## src/rtl/ps2_pkg.sv

```systemverilog
// PS/2 scan-code set 2 shared definitions.
// Byte constants, frame FSM states and the note keys.
package ps2_pkg;

  localparam logic [7:0] PS2_BREAK = 8'hF0;
  localparam logic [7:0] PS2_EXT   = 8'hE0;

  localparam logic [7:0] NOTE_KEYS [8] = '{
    8'h1A, 8'h22, 8'h21, 8'h2A,
    8'h32, 8'h31, 8'h3A, 8'h3B
  };

  typedef enum logic [1:0] {
    S_IDLE,
    S_DATA,
    S_PARITY,
    S_STOP
  } rx_state_e;

  // Acks, BAT results and echo bytes carry no key information
  function automatic logic is_ignored(input logic [7:0] b);
    case (b)
      8'h00, 8'hAA, 8'hEE, 8'hFA,
      8'hFC, 8'hFE, 8'hFF: is_ignored = 1'b1;
      default:             is_ignored = 1'b0;
    endcase
  endfunction

endpackage

```

## src/rtl/ps2_rx_frame.sv

```systemverilog
// PS/2 frame receiver: sync, glitch filter, edge detect,
// 11-bit frame FSM with odd parity check and timeout.
module ps2_rx_frame
  import ps2_pkg::*;
#(
  parameter int FILTER_LEN     = 8,
  parameter int TIMEOUT_CYCLES = 200000
) (
  input  logic       i_clk,
  input  logic       i_rst_n,
  input  logic       i_ps2_clk,
  input  logic       i_ps2_data,
  output logic [7:0] o_rx_byte,
  output logic       o_rx_strobe,
  output logic       o_frame_err
);

  localparam int FW = $clog2(FILTER_LEN + 1);
  localparam logic [FW-1:0] FMAX = FW'(FILTER_LEN - 1);
  localparam logic [17:0] TMO = 18'(TIMEOUT_CYCLES - 1);

  logic [1:0]    r_cs, r_ds;
  logic [FW-1:0] r_ccnt, r_dcnt;
  logic          r_fclk, r_fdat, r_fclk_d;
  rx_state_e     r_state, w_nstate;
  logic [2:0]    r_bcnt;
  logic [7:0]    r_shift, r_byte;
  logic          r_par, r_stb, r_err;
  logic [17:0]   r_tcnt;
  logic          w_smp, w_bit, w_ok, w_bad, w_tmo;

  assign w_smp = r_fclk_d & ~r_fclk;
  assign w_bit = r_fdat;

  always_ff @(posedge i_clk or negedge i_rst_n) begin
    if (!i_rst_n) begin
      r_cs     <= 2'b11;
      r_ds     <= 2'b11;
      r_ccnt   <= '0;
      r_dcnt   <= '0;
      r_fclk   <= 1'b1;
      r_fdat   <= 1'b1;
      r_fclk_d <= 1'b1;
    end else begin
      r_cs     <= {r_cs[0], i_ps2_clk};
      r_ds     <= {r_ds[0], i_ps2_data};
      r_fclk_d <= r_fclk;
      if (r_cs[1] == r_fclk) begin
        r_ccnt <= '0;
      end else if (r_ccnt == FMAX) begin
        r_fclk <= r_cs[1];
        r_ccnt <= '0;
      end else begin
        r_ccnt <= r_ccnt + 1'b1;
      end
      if (r_ds[1] == r_fdat) begin
        r_dcnt <= '0;
      end else if (r_dcnt == FMAX) begin
        r_fdat <= r_ds[1];
        r_dcnt <= '0;
      end else begin
        r_dcnt <= r_dcnt + 1'b1;
      end
    end
  end

  always_comb begin
    w_nstate = r_state;
    w_ok     = 1'b0;
    w_bad    = 1'b0;
    w_tmo    = (r_state != S_IDLE) && (r_tcnt >= TMO);
    if (w_smp) begin
      unique case (r_state)
        S_IDLE:   if (!w_bit) w_nstate = S_DATA;
        S_DATA:   if (r_bcnt == 3'd7) w_nstate = S_PARITY;
        S_PARITY: w_nstate = S_STOP;
        S_STOP: begin
          w_nstate = S_IDLE;
          w_ok     = w_bit & (^{r_shift, r_par});
          w_bad    = ~w_ok;
        end
        default:  w_nstate = S_IDLE;
      endcase
    end else if (w_tmo) begin
      w_nstate = S_IDLE;
      w_bad    = 1'b1;
    end
  end

  always_ff @(posedge i_clk or negedge i_rst_n) begin
    if (!i_rst_n) begin
      r_state <= S_IDLE;
      r_bcnt  <= '0;
      r_shift <= '0;
      r_par   <= 1'b0;
      r_byte  <= '0;
      r_stb   <= 1'b0;
      r_err   <= 1'b0;
      r_tcnt  <= '0;
    end else begin
      r_state <= w_nstate;
      r_stb   <= w_ok;
      r_err   <= w_bad;
      if (w_ok) r_byte <= r_shift;
      if (w_smp && r_state == S_IDLE) r_bcnt <= '0;
      if (w_smp && r_state == S_DATA) begin
        r_shift <= {w_bit, r_shift[7:1]};
        r_bcnt  <= r_bcnt + 1'b1;
      end
      if (w_smp && r_state == S_PARITY) r_par <= w_bit;
      if (r_state == S_IDLE || w_smp) r_tcnt <= '0;
      else if (r_tcnt != '1) r_tcnt <= r_tcnt + 1'b1;
    end
  end

  assign o_rx_byte   = r_byte;
  assign o_rx_strobe = r_stb;
  assign o_frame_err = r_err;

endmodule

```

## src/rtl/ps2_key_decoder.sv

```systemverilog
// PS/2 keyboard decoder: turns make/break byte sequences
// into a held-key interface for the visualiser.
module ps2_key_decoder
  import ps2_pkg::*;
#(
  parameter int FILTER_LEN     = 8,
  parameter int TIMEOUT_CYCLES = 200000
) (
  input  logic       CLK100MHZ,
  input  logic       CPU_RESETN,
  input  logic       PS2_CLK,
  input  logic       PS2_DATA,
  output logic [7:0] key_code,
  output logic       key_ext,
  output logic       key_valid,
  output logic       key_released,
  output logic [7:0] rx_byte,
  output logic       rx_strobe,
  output logic       frame_err
);

  logic [7:0] w_byte;
  logic       w_stb, w_err;
  logic       w_is_ext, w_is_brk, w_is_ign, w_other;
  logic       w_brk_seq, w_make, w_match;
  logic [7:0] r_code;
  logic       r_ext, r_valid, r_rel, r_extp, r_brkp;

  ps2_rx_frame #(
    .FILTER_LEN     (FILTER_LEN),
    .TIMEOUT_CYCLES (TIMEOUT_CYCLES)
  ) u_rx (
    .i_clk       (CLK100MHZ),
    .i_rst_n     (CPU_RESETN),
    .i_ps2_clk   (PS2_CLK),
    .i_ps2_data  (PS2_DATA),
    .o_rx_byte   (w_byte),
    .o_rx_strobe (w_stb),
    .o_frame_err (w_err)
  );

  assign w_is_ext  = (w_byte == PS2_EXT);
  assign w_is_brk  = (w_byte == PS2_BREAK);
  assign w_is_ign  = is_ignored(w_byte);
  assign w_other   = ~(w_is_ext | w_is_brk | w_is_ign);
  assign w_brk_seq = w_other & r_brkp;
  assign w_make    = w_other & ~r_brkp;
  assign w_match   = r_valid & (w_byte == r_code) & (r_extp == r_ext);

  always_ff @(posedge CLK100MHZ or negedge CPU_RESETN) begin
    if (!CPU_RESETN) begin
      r_code  <= '0;
      r_ext   <= 1'b0;
      r_valid <= 1'b0;
      r_rel   <= 1'b0;
      r_extp  <= 1'b0;
      r_brkp  <= 1'b0;
    end else begin
      r_rel <= 1'b0;
      if (w_stb) begin
        unique case (1'b1)
          w_is_ext: r_extp <= 1'b1;
          w_is_brk: r_brkp <= 1'b1;
          w_is_ign: begin
            r_extp <= 1'b0;
            r_brkp <= 1'b0;
          end
          w_brk_seq: begin
            if (w_match) begin
              r_valid <= 1'b0;
              r_rel   <= 1'b1;
            end
            r_extp <= 1'b0;
            r_brkp <= 1'b0;
          end
          w_make: begin
            r_code  <= w_byte;
            r_ext   <= r_extp;
            r_valid <= 1'b1;
            r_extp  <= 1'b0;
            r_brkp  <= 1'b0;
          end
          default: ;
        endcase
      end
    end
  end

  assign key_code     = r_code;
  assign key_ext      = r_ext;
  assign key_valid    = r_valid;
  assign key_released = r_rel;
  assign rx_byte      = w_byte;
  assign rx_strobe    = w_stb;
  assign frame_err    = w_err;

endmodule

```

## config.mk

```make
export PLATFORM = sky130hd
export DESIGN_NAME = ps2_key_decoder
export DESIGN_NICKNAME = d
export VERILOG_FILES = /design/src/rtl/ps2_pkg.sv /design/src/rtl/ps2_rx_frame.sv /design/src/rtl/ps2_key_decoder.sv
export SDC_FILE = /design/constraint.sdc
export NUM_CORES = 1
export LEC_CHECK = 0
export BUFFER_PORTS_ARGS = -buffer_cell sky130_fd_sc_hd__buf_2
export CORE_ASPECT_RATIO = 1.5
export CORE_MARGIN = 4
export CORE_UTILIZATION = 50
export CTS_CLUSTER_SIZE = 14
export DETAILED_ROUTE_END_ITERATION = 16
export PLACE_DENSITY = 0.68
export SYNTH_ARGS = -nofsm -noshare
export SYNTH_HDL_FRONTEND = slang
export SYNTH_SLANG_ARGS = --single-unit
```

## constraint.sdc

```tcl
create_clock -name CLK100MHZ -period 5.82 [get_ports CLK100MHZ]
set_input_delay 0.582 -clock CLK100MHZ [delete_from_list [all_inputs] [get_ports CLK100MHZ]]
set_output_delay 0.582 -clock CLK100MHZ [all_outputs]
set_load 0.01 [all_outputs]
```

-- After elaboration in Yosys (flattened, before gate mapping)
Index checks and enable logic that the tools add are counted.
- bits in read-only memories: 0
- memory bits (writable): 0
- register bits: 70
- latch bits: 0
- memories: 0
- input port bits: 4
- magnitude comparators: 1
- eq/ne operators: 22
- div/mod/pow operators: 0
- multiplexer cells: 26
- shifts and indexed selects: 0
- bitwise operators: 14
- reduce and logical (&&, ||, !) cells: 24
- add/subtract/negate cells: 4
- multipliers: 0
- operators by type and width (operator ; count):
    8-bit equality test (second input constant) ; 8
    18-bit 2-to-1 mux ; 2
    18-bit by 1-bit adder with 18-bit output (second input constant) ; 1
    18-bit greater-or-equal comparator (second input constant) ; 1
    18-bit != test (second input constant) ; 1
    4-bit 2-to-1 mux ; 4
    2-bit nonzero test ; 7
    1-bit 2-to-1 mux ; 10
    2-bit AND reduction ; 5
    9-bit XOR reduction ; 1
    4-bit by 1-bit adder with 4-bit output (second input constant) ; 2
    4-bit by 3-bit equality test with 1-bit output (second input constant) ; 2
    8-bit equality test ; 1
    8-bit logical NOT ; 1
    2-bit 2-to-1 mux ; 4
    2-bit one-hot mux with 4 select lines ; 1
    7-bit OR reduction ; 1
    1-bit AND ; 6
    3-bit 2-to-1 mux ; 2
    3-bit != test (second input constant) ; 2
    1-bit NOT ; 6
    1-bit one-hot mux with 2 select lines ; 3
    3-bit AND reduction ; 2
    2-bit equality test (second input constant) ; 2
    10 further kinds ; 16

-- Logic depth before layout (Yosys ltp)
- word-level depth: 9
- gate-level depth with buffers: 7
- mapped depth without buffers: 6

-- Hierarchy
From an unflattened synthesis, not the netlist that was laid out.
- cell total of the unflattened synthesis: 286
- area total of the unflattened synthesis: 3315.7 um^2
- by module, submodules not included (module ; times used ; area an instance (um^2) ; seq. area each (um^2) ; cells an instance):
    ps2_rx_frame ; 1 ; 2623.8 ; 1435.1 ; 229
    ps2_key_decoder ; 1 ; 691.9 ; 325.3 ; 57

-- Worst setup path after synthesis
Ideal clock, no wire load.
- kind: reg-to-reg
- start point: register u_rx.r_byte[4], in the netlist u_rx.o_rx_byte[4]
- end point: register r_code[0], in the netlist key_code[0]
- library setup time: 125 ps
- required time: 5695 ps
- slack: 3703 ps
- data arrival time: 1993 ps
- period minus slack after synthesis: 2117 ps
- cell stages (with the launch flop): 6
- path through: dfrtp_1 -> clkbuf_1 -> maj3_2 -> o2bb2ai_1 -> a2111oi_4 -> mux2_2
- word-level cells in the longest chain between the ends: 7
- elaborated cells on any way between the ends: 16
- classes of those cells: eq/ne (8); mux (1); bitwise (4); reduce/logical (3)
- RTL lines (item ; RTL line ; text):
    start: declaration ; ps2_rx_frame.sv:27 ; logic [7:0] r_shift, r_byte;
    start signal: assignment ; ps2_rx_frame.sv:104 ; if (w_ok) r_byte <= r_shift;
    8-bit equality test / 8-bit logical NOT (equally long branches) ; ps2_pkg.sv:22 ; case (b)
    7-bit OR reduction ; ps2_pkg.sv:22 ;
    1-bit 2-to-1 mux ; ps2_pkg.sv:22 ;
    1-bit OR (*) ; ps2_key_decoder.sv:45 ; assign w_other = ~(w_is_ext | w_is_brk | w_is_ign);
    1-bit NOT (*) ; ps2_key_decoder.sv:45 ;
    1-bit AND (*) ; ps2_key_decoder.sv:47 ; assign w_make = w_other & ~r_brkp;
    2-bit AND reduction (no line) (*) ; - ;
    end signal: assignment ; ps2_key_decoder.sv:77 ; r_code <= w_byte;
    end: declaration ; ps2_key_decoder.sv:26 ; logic [7:0] r_code;
Every way passes the cells marked *; elsewhere a longest branch is shown, timed or not.
A chain may end at the register's enable or synchronous reset.

-- Worst setup path in the final report
- start point: register u_rx.r_state[0]
- end point: register u_rx.r_state[0]
- word-level cells in the longest chain between the ends: 4
- elaborated cells on any way between the ends: 12
- classes of those cells: eq/ne (5); mux (2); reduce/logical (5)
- RTL lines (item ; RTL line ; text):
    start: declaration ; ps2_rx_frame.sv:25 ; rx_state_e r_state, w_nstate;
    start signal: assignment ; ps2_rx_frame.sv:101 ; r_state <= w_nstate;
    parallel branches: the longest is 4 deep, another holds 2-bit one-hot mux with 4 select lines ; - ;
Several ways; the timed one is not identified.

==> reports/qor.txt <==
Status -> complete, no violations
CP endpoint kind -> register
Max Root-Sink Buffers -> 2
Synth warn -> 0
Initial core utilization -> 0.511
Metal-1 WL -> 2320 um
Die height -> 107 um
Post-synthesis net count -> 304
DR WL met3 -> 209 um
Clock Root Buffer -> clkbuf_8
Via count -> 2249
Final Wtd Congestion -> 0.805
Synth Instances -> 291
Max layer used -> met4
Drc violations -> 0
Crit path buf inv count -> 1
Core footprint -> 6440 um^2
Worst-Skew Late Latency -> 350 ps
Maximum vdd drop -> 0.193 mV
Power per cell area -> 305 nW/um^2
GRT overflow -> 0
Critical Path Source Type -> register
Multi-input gate area -> 1470 um^2
Crit-path max FO -> 19
Layout net count -> 331
Final WS setup -> 3340 ps
DRT Pass-1 Iters -> 4
Delay-heaviest family, CP -> compound AO/OA/AOI/OAI gates
Routed Antenna Nets -> 0
Register area -> 1760 um^2
Vias in the first global route -> 2334
Synth area leaders -> dfrtp_1, mux2_2, dfstp_2
I/O Buffers -> 24
Number of fill cells -> 565
#FFs+latches synth -> 70
Clock skew -> 7.96 ps
Post-cts resize count -> 0
Yosys top cell by area -> dfrtp_1
TritonCTS buffer count -> 9
GRT Total Usage -> 0.168
Routed WL per cell -> 15.0 um
Final Setup Violations -> 0
Total power -> 0.00111 W
Layout area overhead -> 10.9%
Metal2 WL -> 3330 um
Ratio of cells with drive above 1 in the final layout -> 0.260
Sink Count -> 70
Post-CTS Setup Bufs -> 0
LEAKAGE -> 1.78 nW
Crit-path cells -> inv_1 > ha_1 > or2_2 > a2111oi_0 > o22ai_1
Required time worst endpoint -> 5990 ps
Global-route wire length before repair -> 10400 um
Relative slew margins -> 0.300
Initial antenna violation count -> 0
Commonest non-fill, non-tap cell in the layout -> dfrtp_1
Ys flop type -> dfrtp_1
Asr flop ratio synth -> 1.00
Syn Std Cell Area -> 3290 um^2
Worst setup path category -> register to register
Post-Place Setup Slack -> 3360 ps
Antenna cells -> 0
Max Freq -> 0.404 GHz
Die ar. -> 7980 um^2
Post-Route WL -> 5980 um
Worst Path Arrival -> 2650 ps
Avg Synthesized Cell Area -> 11.3 um^2
Slew @ Worst Pin -> 1020 ps
Vias per cell -> 5.64
Finished Layout Cells -> 399
Max Cap Viol -> 0
RSZ-0062 raised after global routing -> false
Starting DRT DRC Count -> 152
Final Hold Fails -> 0
Final design utilization -> 0.567
Worst hold-check path type -> primary input to register
Tmin final -> 2480 ps
Final setup TNS -> 0 ps
CP max stage delay -> 940 ps
Final worst-path cycle share -> 0.426
Number of synthesized flops with an enable pin -> 0
Post-DP HPWL -> 4170 um
Core Rows -> 36
Post-synthesis sequential area ratio -> 0.534
Placed cells -> 383
Clock tree from TritonCTS -> done
Pin count of the biggest net entering global routing -> 71
Top cell type's share of synthesized area -> 0.479
Max H-tree Level -> 3
Hold_buf cts -> 0
Slew Viols, Final -> 0
Io pins -> 25
Slowest cell on crit path -> a2111oi_0
Library cells used by synthesis -> 38
Clock transition at path regs -> 70 ps
Die width -> 74.3 um
Most frequent cells in the layout -> dfrtp_1, mux2_2, nor2_1, buf_2, xnor2_1
per-layer routing:
layer | global-route usage | vias up
met5 | 0 | -
met3 | 0.0430 | 13
met1 | 0.178 | 1123
li1 | - | 1076
met4 | 0.0674 | 0
met2 | 0.307 | 37
metrics by stage:
stage / instance area [um^2] / hold WS (ps)
2_1_floorplan: 3290 / 286
3_3_place_gp: 3490 / 345
3_5_place_dp: 3490 / 351
4_1_cts: 3650 / 314
5_1_grt: 3650 / 313
6_report: 3650 / 332
state kept, by name, summed over array words and instances (netlist names), 2 cells and up:
signal,cells
u_rx.o_rx_byte,8
u_rx.r_shift,8
u_rx.r_bcnt,3
key_code,8
u_rx.r_state,2
u_rx.r_cs,2
u_rx.r_tcnt,18
u_rx.r_dcnt,4
u_rx.r_ccnt,4
u_rx.r_ds,2
final timing paths:
path,from,end,slack [ps],cells past startpoint
setup / recovery,u_rx.r_state[0],u_rx.r_state[0],3340,5
hold / removal,PS2_CLK,u_rx.r_cs[0],330,1
setup reg to reg,u_rx.r_state[0],u_rx.r_state[0],3340,5
hold reg to reg,u_rx.r_cs[0],u_rx.r_cs[1],360,0
max in group asynchronous,CPU_RESETN,u_rx.r_tcnt[8],4810,2
min in group asynchronous,CPU_RESETN,key_code[3],420,2
where the power goes:
part | internal [W] | switching [W] | leakage, nW | total (W)
logic | 0.0000767 | 0.000117 | 0.751 | 0.000194
registers | 0.000542 | 0.0000425 | 0.943 | 0.000584
clock network | 0.000153 | 0.000184 | 0.0820 | 0.000337
Yosys cell counts, types with 5 or more instances:
library cell,n
nand3_1,14
xor2_1,11
dfrtp_1,63
ha_1,9
nand4_1,6
nand2_1,18
inv_1,6
nor2_1,24
mux2_2,28
nor3_1,8
o21ai_0,5
xnor2_1,20
and3_1,5
clkbuf_1,10
dfstp_2,7
a21oi_1,19
cell type report:
| type | count | share of cell area |
|---|---|---|
| Sequential cell | 70 | 0.482 |
| Clock inverter | 6 | 0.0106 |
| Clock buffer | 10 | 0.0349 |
| Timing Repair Buffer | 26 | 0.0370 |
| Multi-Input combinational cell | 205 | 0.403 |
| Inverter | 6 | 0.00616 |
| Tap cell | 76 | 0.0260 |
cells by family after synthesis:
logic type / Yosys count / share of synthesized area
muxes: 28 / 0.0957
and+or+nand+nor: 97 / 0.147
xor gates and xnor gates: 32 / 0.0893
adders and majority gates: 10 / 0.0376
DFF: 70 / 0.534
buffers and inverters: 16 / 0.0182
AOI/OAI and AO/OA: 38 / 0.0775
(Power assumes the default switching activity.)
